**config.mk**
```make
export PLATFORM = sky130hd
export DESIGN_NAME = branch_resolve
export DESIGN_NICKNAME = d
export VERILOG_FILES = /design/src/rtl/branch_resolve.sv
export SDC_FILE = /design/constraint.sdc
export NUM_CORES = 1
export LEC_CHECK = 0
export BUFFER_PORTS_ARGS = -buffer_cell sky130_fd_sc_hd__buf_2
export CORE_MARGIN = 2
export CORE_UTILIZATION = 56
export DETAILED_ROUTE_END_ITERATION = 8
export PLACE_DENSITY = 0.8
export REMOVE_ABC_BUFFERS = 1
export SLEW_MARGIN = 20
export SYNTH_ARGS = -nofsm -noshare
export SYNTH_HDL_FRONTEND = slang
export SYNTH_SLANG_ARGS = --single-unit
```
**constraint.sdc**
```tcl
create_clock -name clk -period 2.4 [get_ports clk]
set_input_delay 0.24 -clock clk [delete_from_list [all_inputs] [get_ports clk]]
set_output_delay 0.24 -clock clk [all_outputs]
set_load 0.05 [all_outputs]
```
**src/rtl/branch_resolve.sv**
```systemverilog
// Branch resolution stage: evaluates a condition code against captured
// compare flags and produces the resolved next pc.
module branch_resolve (
  input  logic        clk,
  input  logic        rst,
  input  logic        cmp_lt,
  input  logic        cmp_eq,
  input  logic        cmp_gt,
  input  logic        flag_we,
  input  logic        br_valid,
  output logic        br_ready,
  input  logic [2:0]  br_cond,
  input  logic [19:0] br_pc,
  input  logic [19:0] br_target,
  output logic        out_valid,
  input  logic        out_ready,
  output logic        out_taken,
  output logic [19:0] out_next_pc,
  output logic        flags_valid,
  output logic        flag_err
);

  typedef enum logic [1:0] {
    IDLE,
    WAIT_FLAGS,
    HOLD
  } state_e;

  state_e      state_q, state_d;
  logic [2:0]  flags_q, flags_d;
  logic        fvalid_q, fvalid_d;
  logic        ferr_q, ferr_d;
  logic [2:0]  cond_q, cond_d;
  logic [19:0] pc_q, pc_d;
  logic [19:0] tgt_q, tgt_d;
  logic        oval_q, oval_d;
  logic        otaken_q, otaken_d;
  logic [19:0] onpc_q, onpc_d;

  logic [2:0]  cmp;
  logic        accept;
  logic        taken;
  logic        needs;

  // f is {lt, eq, gt}
  function automatic logic cond_true(input logic [2:0] c,
                                     input logic [2:0] f);
    case (c)
      3'b000:  return 1'b0;
      3'b001:  return f[2];
      3'b010:  return f[1];
      3'b011:  return f[2] | f[1];
      3'b100:  return f[0];
      3'b101:  return ~f[1];
      3'b110:  return f[0] | f[1];
      default: return 1'b1;
    endcase
  endfunction

  assign cmp      = {cmp_lt, cmp_eq, cmp_gt};
  assign br_ready = (state_q == IDLE) && !rst;
  assign accept   = br_valid && br_ready;
  assign needs    = (br_cond != 3'b000) && (br_cond != 3'b111);

  always_comb begin
    state_d  = state_q;
    flags_d  = flags_q;
    fvalid_d = fvalid_q;
    ferr_d   = ferr_q;
    cond_d   = cond_q;
    pc_d     = pc_q;
    tgt_d    = tgt_q;
    oval_d   = oval_q;
    otaken_d = otaken_q;
    onpc_d   = onpc_q;
    taken    = 1'b0;

    if (flag_we) begin
      flags_d  = cmp;
      fvalid_d = 1'b1;
      if (!$onehot(cmp)) ferr_d = 1'b1;
    end

    case (state_q)
      IDLE: begin
        if (accept) begin
          cond_d = br_cond;
          pc_d   = br_pc;
          tgt_d  = br_target;
          if (!needs || fvalid_q || flag_we) begin
            // same-cycle flag write bypasses the stored flags
            taken    = cond_true(br_cond, flag_we ? cmp : flags_q);
            otaken_d = taken;
            onpc_d   = taken ? br_target : br_pc + 20'd1;
            oval_d   = 1'b1;
            state_d  = HOLD;
          end else begin
            state_d = WAIT_FLAGS;
          end
        end
      end
      WAIT_FLAGS: begin
        if (flag_we) begin
          taken    = cond_true(cond_q, cmp);
          otaken_d = taken;
          onpc_d   = taken ? tgt_q : pc_q + 20'd1;
          oval_d   = 1'b1;
          state_d  = HOLD;
        end
      end
      HOLD: begin
        if (out_ready) begin
          oval_d  = 1'b0;
          state_d = IDLE;
        end
      end
      default: state_d = IDLE;
    endcase
  end

  always_ff @(posedge clk) begin
    if (rst) begin
      state_q  <= IDLE;
      flags_q  <= 3'b000;
      fvalid_q <= 1'b0;
      ferr_q   <= 1'b0;
      cond_q   <= 3'b000;
      pc_q     <= 20'd0;
      tgt_q    <= 20'd0;
      oval_q   <= 1'b0;
      otaken_q <= 1'b0;
      onpc_q   <= 20'd0;
    end else begin
      state_q  <= state_d;
      flags_q  <= flags_d;
      fvalid_q <= fvalid_d;
      ferr_q   <= ferr_d;
      cond_q   <= cond_d;
      pc_q     <= pc_d;
      tgt_q    <= tgt_d;
      oval_q   <= oval_d;
      otaken_q <= otaken_d;
      onpc_q   <= onpc_d;
    end
  end

  assign out_valid   = oval_q;
  assign out_taken   = otaken_q;
  assign out_next_pc = onpc_q;
  assign flags_valid = fvalid_q;
  assign flag_err    = ferr_q;

endmodule

```
==> flow_metrics.py <==
metrics = {
    "run_status": {
        "outcome": "finished, final reports clean",
    },
    "global_route": {
        "gr-max-usage-layer": "met2",
        "use_met2_pct": 43.32,
        "grt-ovfl-total": 0,
        "grt_pass1_vias": 3530,
        "use_met1_pct": 37.00,
        "met3_usage_pct": 5.263,
        "grt_usage_pct": 27.52,
        "grt_first_pass_wirelength_mm": 16.95,
        "antenna_found_initial": 0,
        "grt_start_max_net_pins": 88,
    },
    "floorplanning": {
        "pin_count": 76,
        "std_cell_rows": 31,
        "fp.dieW_microns": 89.56,
        "die_h_microns": 89.56,
        "core_sq_um": 7176,
        "dieArea_sq_um": 8020,
        "start_util_pct": 57.12,
    },
    "yosys": {
        "synth_most_common_cell": "nand2_1",
        "yosysTopAreaCell": "dfxtp_1",
        "netlist_instances": 513,
        "synth_edf_count": 0,
        "yosysSeqAreaShare_pct": 35.16,
        "async_reset_ff_share_pct": 0,
        "ys_types": 56,
        "yosys_most_used_dff": "dfxtp_1",
        "synth_top_area_share_pct": 35.16,
        "syn_avg_cell_area_sq_um": 7.990,
        "ys_top_cells_by_count": "116 x nand2_1, 72 x dfxtp_1, 50 x o21ai_0, 28 x nor2_1",
        "synth_area_leaders": "dfxtp_1 35%, nand2_1 11%, o21ai_0 6.1%",
        "yosysWarnings": 0,
        "synth_seq_cells": 72,
        "netlist_area_sq_um": 4099,
    },
    "sta": {
        "post-route-period-util_pct": 87.91,
        "setup_violations": 0,
        "drv_slew": 0,
        "final.min_clock_period_ns": 2.110,
        "final_hold_viol_count": 0,
        "timing.fmax_ghz": 0.4740,
        "tightest_slew_ns": 0.9595,
        "rsz0062_at_grt": "false",
        "relSlewSlack_pct": 36.04,
        "skew_ns": 0.007487,
    },
    "critical_path": {
        "max_stage_delay_ns": 0.74,
        "cp_slowest_cell": "a21oi_1",
        "r2r-end": "out_next_pc[1]",
        "cp_top_family": "compound AO/OA/AOI/OAI gates",
        "path_max_fanout": 11,
        "worstRegToRegCells": 6,
        "path_cells": "nor3_2, and2_2, nor2b_2, a21oi_1, a311oi_1, a32o_1",
        "cp_num_buf_inv": 0,
        "startpoint_type": "register",
        "crit_type": "register to register",
        "cp_data_required_time_ns": 2.65,
        "end_kind": "register",
        "r2r_slack_ns": 0.29,
        "worstPathArrival_ns": 2.36,
        "r2r-start": "state_q[1]",
    },
    "drt": {
        "ant_nets": 0,
        "drc": 0,
        "drt_iter0_drc": 211,
        "avgViaCountPerCell": 5.737,
        "drt-total-wl_mm": 10.49,
        "routedWlPerCell_microns": 15.51,
        "dr.pass1.iters": 5,
        "vias": 3878,
    },
    "pwr": {
        "p_sw_w": 0.0009993,
        "clkPwrFrac_pct": 36.5,
        "power_frac_seq_pct": 42.3,
        "power.share.combinational_pct": 21.2,
        "fin_total_pwr_w": 0.003234,
        "intPower_w": 0.002234,
        "pwr_density_cell_nw_per_um2": 681.9,
        "p_sw_share_pct": 30.90,
        "leakage_nw": 1.845,
        "ir_drop_uv": 319.4,
    },
    "job": {
        "maxCapViolations": 0,
    },
    "clock_tree": {
        "postCtsHoldBufs": 0,
        "post_cts_resized": 0,
        "cts_buffers": 9,
        "cts.sinks": 72,
        "path_clk_slew_ns": 0.08,
        "cts_setup_buffers": 0,
        "insertion_delay_ns": 0.36,
        "clk_path_buf_depth": 2,
        "cts_tree": "yes",
        "cts-root-buf": "clkbuf_8",
        "h-tree-depth": 3,
    },
    "place": {
        "io_buffers": 75,
        "dp_hpwl_mm": 7.135,
        "place_inst": 661,
        "gp_congestion": 0.8627,
    },
    "finish": {
        "diodes": 0,
        "synthToLayoutAreaGrowth_pct": 15.69,
        "nets": 627,
        "fin_cells": 676,
        "fillerInstances": 597,
        "layout-drive-gt1-share_pct": 26.00,
    },
    "hold_path": {
        "hold_path_end": "tgt_q[12]",
        "hp-class": "primary input to register",
        "whs_path_depth": 3,
        "holdCritStartpoint": "br_target[12]",
    },
}
[kinds of logic after synthesis]
logic type      after synthesis  synth area share, %
simple gates                224                25.86
compound gates              129                23.78
flops                        72                35.16
buf+inv                      46                5.677
xor+xnor                     36                7.692
mux                           3               0.7326
fa+ha+maj                     3                1.099
[how the worst max path moves through the flow]
stage / start / endpoint / slack (ns) / cells after the start
floorplan: state_q[0] / out_next_pc[12] / -1.69 / 6
global placement: flag_we / out_next_pc[15] / 0.38 / 6
detailed placement: flag_we / out_next_pc[16] / 0.31 / 6
CTS: state_q[1] / out_next_pc[1] / 0.34 / 6
global route: state_q[1] / out_next_pc[1] / 0.16 / 6
finish: state_q[1] / out_next_pc[1] / 0.29 / 6
[worst register-to-register path, stage by stage, from the launching register on]
cell and delay (ns):
dfxtp_1 0.44, nor3_2 0.07, and2_2 0.20, nor2b_2 0.17, a21oi_1 0.74, a311oi_1 0.13, a32o_1 0.26
[cell usage in the layout (no fill, tap or decap), types with 2 or more instances in the layout]
cell type,Yosys,routed
nand2_1,116,116
buf_2,9,75
dfxtp_1,72,72
o21ai_0,50,50
nor2_1,28,28
nand3_1,20,20
xnor2_1,19,19
xor2_1,17,17
a21oi_1,16,16
o211ai_1,13,13
nand2_2,11,11
o211ai_2,11,11
a311oi_2,11,11
buf_4,3,11
clkbuf_8,0,10
nand4_1,8,8
nor3_1,8,8
inv_1,7,7
nor2b_1,5,5
and3_1,5,5
nand2b_1,5,5
o221a_2,4,4
o21ai_1,4,4
mux2i_1,3,3
and2_1,4,3
nor4_1,3,3
bufinv_16,0,3
a21o_1,2,2
and4_1,2,2
a211oi_2,2,2
o31ai_1,2,2
o311a_1,2,2
a211oi_1,2,2
ha_1,2,2
clkinvlp_4,0,2
[state kept, by name, summed over array words and instances (netlist names)]
name,flops
flags_q,3
out_taken,1
flags_valid,1
out_next_pc,20
tgt_q,20
cond_q,3
flag_err,1
state_q,2
pc_q,20
out_valid,1
[metrics by stage]
| stage | area [sq um] | setup slack, ns | util (%) | hold slack, ns | setup TNS [ns] |
|---|---|---|---|---|---|
| global route | 4742 | 0.1561 | 66.09 | 0.08240 | 0 |
| finish | 4742 | 0.2901 | 66.09 | 0.09048 | 0 |
| global placement | 4499 | 0.3835 | 62.70 | 0.4446 | 0 |
| CTS | 4742 | 0.3422 | 66.09 | 0.08986 | 0 |
| floorplan | 3896 | -1.694 | - | 0.3046 | -53.41 |
| detailed placement | 4499 | 0.3142 | 62.70 | 0.4495 | 0 |
[power by group through the flow]
stage / Clock [W] / Combinational [W] / Sequential (W)
2_1_floorplan: 0 / 0.000344 / 0.00149
3_5_place_dp: 0 / 0.000677 / 0.00139
4_1_cts: 0.00119 / 0.000683 / 0.00137
5_1_grt: 0.00125 / 0.000748 / 0.00138
3_3_place_gp: 0 / 0.000663 / 0.00139
6_report: 0.00118 / 0.000685 / 0.00137
[cell type report]
cell class,count,area [sq um],area share [%]
clock inverter,5,105.1,2.216
sequential,72,1441,30.40
inverter,8,30.03,0.6332
multi-input combinational,395,2426,51.16
clock buffer,10,137.6,2.902
timing repair buffer,87,478.0,10.08
tap,99,123.9,2.612
[routing by layer]
metal | vias to the layer above | share of wire [%]
met5 | - | 0
met4 | 0 | 2.2
met2 | 178 | 47
met1 | 1761 | 44
li1 | 1916 | -
met3 | 23 | 7.4
No activity file was read; power rests on OpenSTA's default activity.
